**config.mk**
```make
export PLATFORM = sky130hd
export DESIGN_NAME = dmem_arbiter
export DESIGN_NICKNAME = d
export VERILOG_FILES = /design/src/rtl/dmem_arb_defs.sv /design/src/rtl/rr_pick2.sv /design/src/rtl/dmem_arbiter.sv
export SDC_FILE = /design/constraint.sdc
export NUM_CORES = 1
export LEC_CHECK = 0
export ABC_AREA = 1
export BUFFER_PORTS_ARGS = -buffer_cell sky130_fd_sc_hd__buf_4
export CAP_MARGIN = 20
export CORE_UTILIZATION = 40
export CTS_BUF_LIST = sky130_fd_sc_hd__clkbuf_4
export DETAILED_ROUTE_END_ITERATION = 16
export PLACE_DENSITY = 0.7
export SYNTH_ARGS = -nofsm -noshare
export SYNTH_HDL_FRONTEND = slang
export SYNTH_HIERARCHICAL = 1
export SYNTH_SLANG_ARGS = --single-unit
```
**constraint.sdc**
```tcl
create_clock -name clk_in -period 2.61 [get_ports clk_in]
set_clock_uncertainty 0.05 [all_clocks]
set_input_delay 0.1305 -clock clk_in [delete_from_list [all_inputs] [get_ports clk_in]]
set_output_delay 0.1305 -clock clk_in [all_outputs]
set_load 0.02 [all_outputs]
```
**src/rtl/dmem_arb_defs.sv**
```systemverilog
// Shared definitions for the DMEM arbiter: FSM encodings, port ids, default
// data-segment geometry and the data-segment range test.
package dmem_arb_defs;

  typedef enum logic [1:0] {
    IDLE  = 2'd0,
    SERVE = 2'd1,
    DONE  = 2'd2
  } state_t;

  localparam logic PORT_A = 1'b0;
  localparam logic PORT_B = 1'b1;

  localparam logic [31:0] DEF_BASE_ADDR   = 32'h1001_0000;
  localparam int unsigned DEF_DEPTH_WORDS = 2048;

  // Offsets below the base wrap to large values, so one unsigned compare
  // catches both ends of the segment.
  function automatic logic off_out_of_range(input logic [31:0] off,
                                            input int unsigned depth_words);
    logic [32:0] limit;
    limit = 33'(depth_words) * 33'd4;
    return ({1'b0, off} >= limit);
  endfunction

endpackage

```
**src/rtl/rr_pick2.sv**
```systemverilog
// Two-way round-robin picker: a lone request always wins; on a tie the port
// that did not win the last contended grant is chosen.
module rr_pick2
  import dmem_arb_defs::*;
(
  input  logic req_a,
  input  logic req_b,
  input  logic last_grant,
  output logic gnt_valid,
  output logic gnt_id
);

  always_comb begin
    gnt_valid = req_a | req_b;
    gnt_id    = PORT_A;
    if (req_a && req_b) begin
      gnt_id = ~last_grant;
    end else if (req_b) begin
      gnt_id = PORT_B;
    end
  end

endmodule

```
**src/rtl/dmem_arbiter.sv**
```systemverilog
// Round-robin arbiter sharing one data memory between the CPU (port A) and a
// loader/debug master (port B). Optional range check: DMEM_ARB_RANGE_CHECK_EN.
module dmem_arbiter
  import dmem_arb_defs::*;
#(
  parameter logic [31:0] BASE_ADDR   = DEF_BASE_ADDR,
  parameter int unsigned DEPTH_WORDS = DEF_DEPTH_WORDS
) (
  input  logic        clk_in,
  input  logic        reset,
  // Handshake: req is held until the one-cycle ack; rdata/err are valid only
  // while ack is high. A req still high in the next IDLE is a new request.
  input  logic        a_req,
  input  logic        a_we,
  input  logic [31:0] a_addr,
  input  logic [31:0] a_wdata,
  output logic [31:0] a_rdata,
  output logic        a_ack,
  output logic        a_err,
  input  logic        b_req,
  input  logic        b_we,
  input  logic [31:0] b_addr,
  input  logic [31:0] b_wdata,
  output logic [31:0] b_rdata,
  output logic        b_ack,
  output logic        b_err,
  output logic        dm_cs,
  output logic        dm_r,
  output logic        dm_w,
  output logic [31:0] dm_addr,
  output logic [31:0] dm_wdata,
  input  logic [31:0] dm_rdata,
  output logic        busy,
  output logic [1:0]  dbg_state
);

`ifdef DMEM_ARB_RANGE_CHECK_EN
  localparam logic RANGE_EN = 1'b1;
`else
  localparam logic RANGE_EN = 1'b0;
`endif

  state_t      state_q, state_d;
  logic        last_grant_q;
  logic        gnt_valid, gnt_id;

  logic        lat_id, lat_we, lat_err;
  logic [31:0] lat_off, lat_wdata;

  logic        win_we, win_err;
  logic [31:0] win_addr, win_wdata, win_off;
  logic [31:0] rd_val;

  rr_pick2 u_pick (
    .req_a      (a_req),
    .req_b      (b_req),
    .last_grant (last_grant_q),
    .gnt_valid  (gnt_valid),
    .gnt_id     (gnt_id)
  );

  // Winner's request, as sampled in IDLE.
  always_comb begin
    win_we    = (gnt_id == PORT_B) ? b_we    : a_we;
    win_addr  = (gnt_id == PORT_B) ? b_addr  : a_addr;
    win_wdata = (gnt_id == PORT_B) ? b_wdata : a_wdata;
    win_off   = win_addr - BASE_ADDR;
    win_err   = RANGE_EN & off_out_of_range(win_off, DEPTH_WORDS);
  end

  always_comb begin
    state_d = state_q;
    case (state_q)
      IDLE:    if (gnt_valid) state_d = SERVE;
      SERVE:   state_d = DONE;
      DONE:    state_d = IDLE;
      default: state_d = IDLE;
    endcase
  end

  // DMEM sees strobes only in SERVE, and only for in-range requests.
  always_comb begin
    dm_cs    = 1'b0;
    dm_r     = 1'b0;
    dm_w     = 1'b0;
    dm_addr  = 32'h0;
    dm_wdata = 32'h0;
    if (state_q == SERVE && !lat_err) begin
      dm_cs    = 1'b1;
      dm_w     = lat_we;
      dm_r     = ~lat_we;
      dm_addr  = lat_off;
      dm_wdata = lat_wdata;
    end
  end

  assign rd_val    = (lat_we || lat_err) ? 32'h0 : dm_rdata;
  assign busy      = (state_q != IDLE);
  assign dbg_state = state_q;

  always_ff @(posedge clk_in) begin
    if (reset) begin
      state_q      <= IDLE;
      last_grant_q <= PORT_B;
      lat_id       <= PORT_A;
      lat_we       <= 1'b0;
      lat_err      <= 1'b0;
      lat_off      <= 32'h0;
      lat_wdata    <= 32'h0;
      a_ack        <= 1'b0;
      a_err        <= 1'b0;
      a_rdata      <= 32'h0;
      b_ack        <= 1'b0;
      b_err        <= 1'b0;
      b_rdata      <= 32'h0;
    end else begin
      state_q <= state_d;
      case (state_q)
        IDLE: begin
          if (gnt_valid) begin
            lat_id    <= gnt_id;
            lat_we    <= win_we;
            lat_err   <= win_err;
            lat_off   <= win_off;
            lat_wdata <= win_wdata;
            // Fairness history only moves on a contended grant.
            if (a_req && b_req) last_grant_q <= gnt_id;
          end
        end
        SERVE: begin
          if (lat_id == PORT_A) begin
            a_ack   <= 1'b1;
            a_err   <= lat_err;
            a_rdata <= rd_val;
          end else begin
            b_ack   <= 1'b1;
            b_err   <= lat_err;
            b_rdata <= rd_val;
          end
        end
        default: begin
          a_ack   <= 1'b0;
          a_err   <= 1'b0;
          a_rdata <= 32'h0;
          b_ack   <= 1'b0;
          b_err   <= 1'b0;
          b_rdata <= 32'h0;
        end
      endcase
    end
  end

endmodule

```
Word level (Yosys, flattened, before mapping)
Index checks and enable logic that the tools add are counted.
{"block": "classes", "reduce_logical": 7, "n_bitwise": 4, "n_mul": 0, "add_sub_neg": 1, "n_div": 0, "n_shift": 0, "n_mux": 25, "eq_ne": 4, "magnitude_cmp": 0}
{"cell": "$mux W32", "n": 7}
{"cell": "$pmux W32 S2", "n": 2}
{"cell": "$sub A32 B29 Y32 const B", "n": 1}
{"cell": "$mux W1", "n": 10}
{"cell": "$pmux W1 S2", "n": 4}
{"cell": "$ne A2 B2 Y1 const B", "n": 3}
{"cell": "$reduce_and A2 Y1", "n": 3}
{"cell": "$pmux W2 S2", "n": 1}
{"cell": "$not A1 Y1", "n": 3}
{"cell": "$reduce_and A3 Y1", "n": 1}
{"cell": "$eq A2 B1 Y1 const B", "n": 1}
{"cell": "$logic_not A2 Y1", "n": 1}
{"cell": "$mux W2", "n": 1}
{"cell": "$reduce_bool A2 Y1", "n": 1}
{"cell": "$logic_and A1 B1 Y1", "n": 1}
{"cell": "$or A1 B1 Y1", "n": 1}
{"block": "word_totals", "latchBits": 0, "romBits": 0, "output_inout_bits": 138, "ramBits": 0, "regBits": 137, "inputBits": 166, "wordCells": 53, "mem_count": 0}

Depth between registers and ports, before layout
Gate-level depths: netlist of the first run.
{"block": "depth", "word_depth": 4, "depth_mapped": 16, "mapped_depth_nobuf": 15}

Hierarchy
The synthesis of the first run kept the hierarchy.
{"module": "dmem_arbiter", "cells_per_inst": 1042, "area_each_um2": 6602.6, "seq_area_each_um2": 2702.6, "instances": 1}
{"module": "rr_pick2", "cells_per_inst": 3, "area_each_um2": 15.0, "seq_area_each_um2": 0.0, "instances": 1}

Least setup slack after synthesis of the first run
No wires, ideal clock.
{"block": "synth_path", "path_type": "register -> output", "startpoint": "register state_q[0], in the netlist dbg_state[0]", "endpoint": "output port dm_addr[0]", "arrival_time_ns": 1.773, "required_ns": 2.430, "path_stages_with_launch": 7, "n_path_buf": 2, "setup_slack_ns": 0.656, "cell_sequence": "dfxtp_1 -> inv_1 -> nor2_1 -> inv_2 -> clkbuf_1 -> buf_1 -> nor2_1"}
{"block": "synth_via", "elab_chain_len": 2}
{"item": "start: declaration", "line": "dmem_arbiter.sv:43", "rtl": "state_t state_q, state_d;"}
{"item": "start signal: assignment", "line": "dmem_arbiter.sv:117", "rtl": "state_q <= state_d;"}
{"item": "$eq A2 B1 Y1", "line": "dmem_arbiter.sv:88", "rtl": "if (state_q == SERVE && !lat_err) begin"}
{"item": "$mux W32", "line": "dmem_arbiter.sv:88"}
{"item": "end: declaration", "line": "dmem_arbiter.sv:30", "rtl": "output logic [31:0] dm_addr,"}
Every way passes these cells.

Worst setup path after layout of the first run
{"block": "layout_path", "startpoint": "register state_q[1], in the netlist dbg_state[1]", "endpoint": "register lat_off[10]"}
{"block": "layout_via", "elab_chain_len": 2}
{"item": "$logic_not A2 Y1", "line": "dmem_arbiter.sv:118", "rtl": "case (state_q)"}
{"item": "$reduce_and A2 Y1 (no source line)"}
{"item": "end signal: assignment", "line": "dmem_arbiter.sv:124", "rtl": "lat_off <= win_off;"}
{"item": "end: declaration", "line": "dmem_arbiter.sv:48", "rtl": "logic [31:0] lat_off, lat_wdata;"}
Every way passes these cells.
A chain may end at the register's enable or synchronous reset.

==> metrics.yaml, run 1 <==
outcome:
  status: "complete, no violations"
floorplan:
  die_y_microns: 131
  ios: 304
  row_count: 46
  die_w_microns: 131
  die_area_sq_um: 17100
  initial_core_util: 0.414
  core_sq_um: 16000
synth:
  syn_inst: 1045
  ys_ff_latch: 135
  synth_top_area_cell: "dfxtp_1"
  synthDominantCellAreaShare: 0.408
  yosys_warnings: 6
  synth_top_flop_cell: "dfxtp_1"
  yosysSeqAreaShare: 0.408
  avgSynthCellArea_sq_um: 6.33
  async_flop_share: 0
  synth_edf_count: 0
  synth_commonest_cells: "268 x nand2_1, 188 x nor2_1, 135 x dfxtp_1, 105 x inv_1, 98 x o21ai_0"
  netlist_area_sq_um: 6620
  ys_types: 28
  yosys.cell_count.top_type: "nand2_1"
  synthTopCellsByArea: "dfxtp_1 41%, nand2_1 15%, nor2_1 11%, o21ai_0 7.4%, inv_1 6.0%"
clock_tree:
  clkTransAtPathRegs_ns: 0.12
  clock_path_buffers: 2
  cts_made_buffers: 17
  cts_tree: "done"
  worstSkewPairLatency_ns: 0.53
  cts-root-buf: "clkbuf_4"
  htree_levels: 4
  cts.sinks: 135
power_and_ir_drop:
  peakVddDrop_mv: 0.252
  powerDensity_nw_per_um2: 493
  finalPower_mw: 5.49
  p_leak_nw: 5.44
timing:
  period_share: 0.955
  drv_slew: 0
  hold_viol_final: 0
  tns_ns: 0
  max_slew_margin: 0.310
  fmax_ghz: 0.401
  fin_crit_ns: 2.49
  setup_viol: 0
  whs_ns: 0.0509
  final.setup.worst_slack_ns: 0.118
  worst-slew-pin-transition_ns: 1.03
  rsz0062_at_grt: "no"
final_layout:
  fin_nets: 1657
  synthToLayoutAreaGrowth_pct: 68.3
  layout-drive-gt1-share: 0.250
  final_core_util: 0.696
  fillers: 1349
hold_path:
  holdCritPathClass: "in -> reg"
  min-delay-start: "b_addr[16]"
setup_path:
  worstPathArrival_ns: 2.92
  startpoint: "dbg_state[1]"
  worstSetupEndpointType: "flop"
  r2r_start: "dbg_state[1]"
  required_ns: 3.04
  max_stage_delay_ns: 0.59
  path_delay_family: "buffers and inverters"
  slowest_stage: "dlygate4sd3_1"
  crit_chain: "nor2_1 -> nand2_1 -> clkinv_2 -> buf_4 -> o21ai_0 -> a31oi_1 -> dlygate4sd3_1"
  worstPathMaxFanout: 28
  critPathLaunchType: "flop"
  path_class: "reg -> reg"
  path_buf_inv: 3
place:
  dpl.hpwl_microns: 15400
  gp_congestion: 0.863
  place_ws_ns: 0.502
  port_buffers: 301
route:
  final_antenna_net_count: 0
  drt_wl_total_microns: 23900
  vias: 8243
  wl_per_cell_microns: 13.9
  remaining_drc_errors: 0
  via_per_inst: 4.79
  initialDrtViolationCount: 424
  dr.pass1.iters: 5
job:
  maxCapViolations: 0
grt:
  grt_pass1_vias: 7849
  antenna_found_initial: 1
  grt_max_degree: 59
  gr-usage-all-layers: 0.275
  grt_pass1_wl_microns: 36900
  grt-ovfl-total: 0
[flip-flops by register name (all words and copies together), names as in the netlist]
signal        flops
lat_off          32
a_ack             1
dbg_state         2
a_rdata          32
lat_wdata        32
lat_we            1
b_rdata          32
b_ack             1
lat_id            1
last_grant_q      1
[timing repair]
item / in CTS / in global routing
pin swaps: 0 / 1
setup endpoints to repair: 3 / 26
gates resized for setup: 1 / 6
hold buffers: 180 / 0
endpoints found under the hold margin: 124 / 0
buffers inserted: 0 / 2
[layout make-up]
cell class / instances / area [sq um] / share of cell area
diodes: 1 / 2.50 / 0.000225
clock buffers: 17 / 128 / 0.0115
clock inverters: 15 / 156 / 0.0140
inverters: 112 / 442 / 0.0397
multi-input cells: 724 / 3190 / 0.286
flip-flops and latches: 135 / 2700 / 0.243
well taps: 216 / 270 / 0.0243
repair buffers: 500 / 4250 / 0.382
[kinds of logic (layout without fill, tap and decap cells)]
group                      count (synthesis)  count (layout)  share of synthesized area
and+or+nand+nor                          509             509                      0.301
buffers and inverters                    187             644                      0.113
DFF                                      135             135                      0.408
adders and majority gates                  1               1                    0.00189
AOI/OAI and AO/OA                        207             207                      0.169
other                                      1               3                   0.000567
xor gates and xnor gates                   5               5                    0.00662
[through the flow]
stage	cells	instance area, sq um
2_1_floorplan	1046	6620
3_3_place_gp	1505	8990
3_5_place_dp	1505	8990
4_1_cts	1717	11100
5_1_grt	1720	11100
6_report	1720	11100
[path summary, 6_finish.rpt]
path | cells after the start | slack, ns | to
max reg2reg | 7 | 0.12 | lat_off[10]
max | 7 | 0.12 | lat_off[10]
min | 6 | 0.05 | lat_off[17]
min reg2reg | 2 | 0.43 | lat_id
[power breakdown]
part           internal [mW]  switching (mW)
Combinational          0.807           0.935
Clock                  0.569           0.823
Sequential              2.26          0.0973
[layout by cell type (no fill, tap or decap), drive strengths merged]
cell and n:
diode 1, dfxtp 135, nand2 271, o211ai 1
conb 2, bufinv 3, xnor2 2, nor2 193
nand3 42, or2 3, clkinv 8, inv 110
xor2 3, buf 320, clkinvlp 6, clkbuf 17
a31oi 51, o21ai 103, o221ai 1, dlygate4sd3 180
a21oi 51, ha 1
[routing by layer]
layer / routed length, microns / vias up / global-route usage
met2: 11800 / 291 / 0.481
met1: 9620 / 3724 / 0.312
met3: 1610 / 55 / 0.0704
li1: - / 4173 / -
met4: 820 / 0 / 0.131
met5: 0 / - / 0
[worst register-to-register path: stages, from the launching register on]
cell and delay [ns]:
dfxtp_1 0.35, nor2_1 0.29, nand2_1 0.14, clkinv_2 0.31, buf_4 0.33, o21ai_0 0.16
a31oi_1 0.24, dlygate4sd3_1 0.59
No activity file was read; power rests on OpenSTA's default activity.
==> run 2, diff against run 1 <==
--- a/config.mk
+++ b/config.mk
@@ -8,6 +8,7 @@
 export ABC_AREA = 1
 export BUFFER_PORTS_ARGS = -buffer_cell sky130_fd_sc_hd__buf_4
 export CAP_MARGIN = 20
+export CORE_MARGIN = 5
 export CORE_UTILIZATION = 40
 export CTS_BUF_LIST = sky130_fd_sc_hd__clkbuf_4
 export DETAILED_ROUTE_END_ITERATION = 16
==> metrics.yaml, run 2 (synthesis results as in run 1) <==
floorplan:
  die_w_microns: 139  # was 131 microns
  die_y_microns: 139  # was 131 microns
  row_count: 47  # was 46
  initial_core_util: 0.403  # was 0.414
  die_area_sq_um: 19200  # was 17100 sq um
  ios: 304  # unchanged
  core_sq_um: 16400  # was 16000 sq um
clock_tree:
  worstSkewPairLatency_ns: 0.52  # was 0.53 ns
  htree_levels: 4  # unchanged
  cts.sinks: 135  # unchanged
  cts_tree: "done"  # unchanged
  cts-root-buf: "clkbuf_4"  # unchanged
  clkTransAtPathRegs_ns: 0.11  # was 0.12 ns
  cts_made_buffers: 17  # unchanged
  clock_path_buffers: 2  # unchanged
setup_path:
  worstPathMaxFanout: 6  # was 28
  r2r_start: "last_grant_q"  # was dbg_state[1]
  r2r.worst_path.cells: 10  # was 7
  required_ns: 2.97  # was 3.04 ns
  ff2ff_setup_slack_ns: 0.11  # was 0.12 ns
  crit_end: "lat_off[23]"  # was lat_off[10]
  worstSetupEndpointType: "flop"  # unchanged
  r2r_end: "lat_off[23]"  # was lat_off[10]
  worstPathArrival_ns: 2.87  # was 2.92 ns
  critPathLaunchType: "flop"  # unchanged
  startpoint: "last_grant_q"  # was dbg_state[1]
  path_class: "reg -> reg"  # unchanged
route:
  initialDrtViolationCount: 458  # was 424
  dr.pass1.iters: 5  # unchanged
  drt_wl_total_microns: 25400  # was 23900 microns
  via_per_inst: 4.86  # was 4.79
  final_antenna_net_count: 0  # unchanged
  wl_per_cell_microns: 14.7  # was 13.9 microns
  remaining_drc_errors: 0  # unchanged
  vias: 8394  # was 8243
timing:
  hold_viol_final: 0  # unchanged
  drv_slew: 0  # unchanged
  tns_ns: 0  # unchanged
  max_slew_margin: 0.272  # was 0.310
  rsz0062_at_grt: "no"  # unchanged
  setup_viol: 0  # unchanged
  period_share: 0.958  # was 0.955
  fin_crit_ns: 2.50  # was 2.49 ns
  worst-slew-pin-transition_ns: 1.09  # was 1.03 ns
  fmax_ghz: 0.400  # was 0.401 GHz
final_layout:
  layout-drive-gt1-share: 0.249  # was 0.250
  synthToLayoutAreaGrowth_pct: 68.6  # was 68.3%
  layout_commonest_cell: "buf_4"  # unchanged
  fin_cells: 1728  # was 1720
  final_cell_mix: "316 x buf_4, 267 x nand2_1, 187 x nor2_1"  # was 315 x buf_4, 267 x nand2_1, 188 x nor2_1
  fillers: 1398  # was 1349
  fin_nets: 1660  # was 1657
power_and_ir_drop:
  p_int_mw: 3.65  # was 3.63 mW
  p_leak_nw: 5.46  # was 5.44 nW
  power_switching_mw: 1.86  # about the same
  power.clock.fraction: 0.254  # about the same
  swShare: 0.338  # about the same
  seqPwrFrac: 0.427  # was 0.429
  peakVddDrop_mv: 0.251  # was 0.252 mV
  powerDensity_nw_per_um2: 494  # was 493 nW/um^2
  power_frac_comb: 0.318  # about the same
place:
  place_inst: 1509  # was 1505
  gp_congestion: 0.915  # was 0.863
  port_buffers: 301  # unchanged
  dpl.hpwl_microns: 16300  # was 15400 microns
grt:
  grt_max_degree: 71  # was 59
  grt_pass1_wl_microns: 40600  # was 36900 microns
  grt_pass1_vias: 8271  # was 7849
  grt-ovfl-total: 0  # unchanged
  gr-usage-all-layers: 0.253  # was 0.275
  antenna_found_initial: 1  # unchanged
hold_path:
  hold_depth: 5  # was 6
  holdCritPathClass: "in -> reg"  # unchanged
outcome:
  status: "complete, no violations"  # unchanged
job:
  maxCapViolations: 0  # unchanged
==> run 2: what timing repair did <==
item,in CTS,in global routing
endpoints found under the hold margin,126,0
resized for setup,0,5
endpoints found under the setup margin,0,4
hold buffers,183,0
buffers inserted,0,2
==> run 2: how the worst min path moves through the flow <==
stage,from,end,slack [ns]
after CTS,a_addr[19],lat_off[21],0.001
after floorplan,a_addr[0],lat_off[0],0.24
after detailed placement,a_wdata[21],lat_wdata[21],0.36
after global routing,a_addr[19],lat_off[21],0.03
after global placement,a_wdata[15],lat_wdata[15],0.36
final,a_addr[19],lat_off[21],0.05
==> run 2: area by class of cell <==
| class | count | area [sq um] | area share |
|---|---|---|---|
| diodes | 2 | 5.00 | 0.000449 |
| clock buffers | 18 | 135 | 0.0121 |
| clock inverters | 14 | 150 | 0.0135 |
| inverters | 112 | 427 | 0.0382 |
| multi-input cells | 724 | 3190 | 0.286 |
| flip-flops and latches | 135 | 2700 | 0.242 |
| well taps | 220 | 275 | 0.0247 |
| repair buffers | 503 | 4280 | 0.383 |
==> run 2: critical path, stage by stage, from the launching register on <==
cell and delay (ns):
dfxtp_1 0.38, a21oi_4 0.09, buf_4 0.15, o21ai_2 0.16, dlygate4sd3_1 0.58, inv_2 0.05, nor2_2 0.13, nand2_2 0.10
nand2_1 0.07, a31oi_1 0.07, dlygate4sd3_1 0.56
==> run 2: power groups by stage <==
| stage | clock network, mW | registers, mW | logic, mW |
|---|---|---|---|
| floorplan | 0 | 2.46 | 0.771 |
| global placement | 0 | 2.39 | 1.44 |
| detailed placement | 0 | 2.40 | 1.45 |
| CTS | 1.44 | 2.35 | 1.72 |
| global route | 1.53 | 2.38 | 1.92 |
| finish | 1.40 | 2.36 | 1.76 |
==> run 2: metal layers <==
| metal | wire, microns | up-vias | GRT usage |
|---|---|---|---|
| li1 | - | 4185 | - |
| met3 | 2130 | 50 | 0.0738 |
| met1 | 9990 | 3815 | 0.294 |
| met5 | 0 | - | 0 |
| met4 | 709 | 0 | 0.0906 |
| met2 | 12600 | 344 | 0.445 |
==> run 2: stage by stage <==
step	power [mW]	hold WS [ns]	utilization	instance area [sq um]	worst slack (ns)
finish	5.51	0.0543	0.680	11200	0.109
global route	5.83	0.0301	0.680	11200	0.00417
detailed placement	3.85	0.363	0.549	9010	0.617
CTS	5.51	0.00132	0.678	11100	0.0227
floorplan	3.24	0.241	-	6620	0.656
global placement	3.83	0.358	0.549	9010	0.655
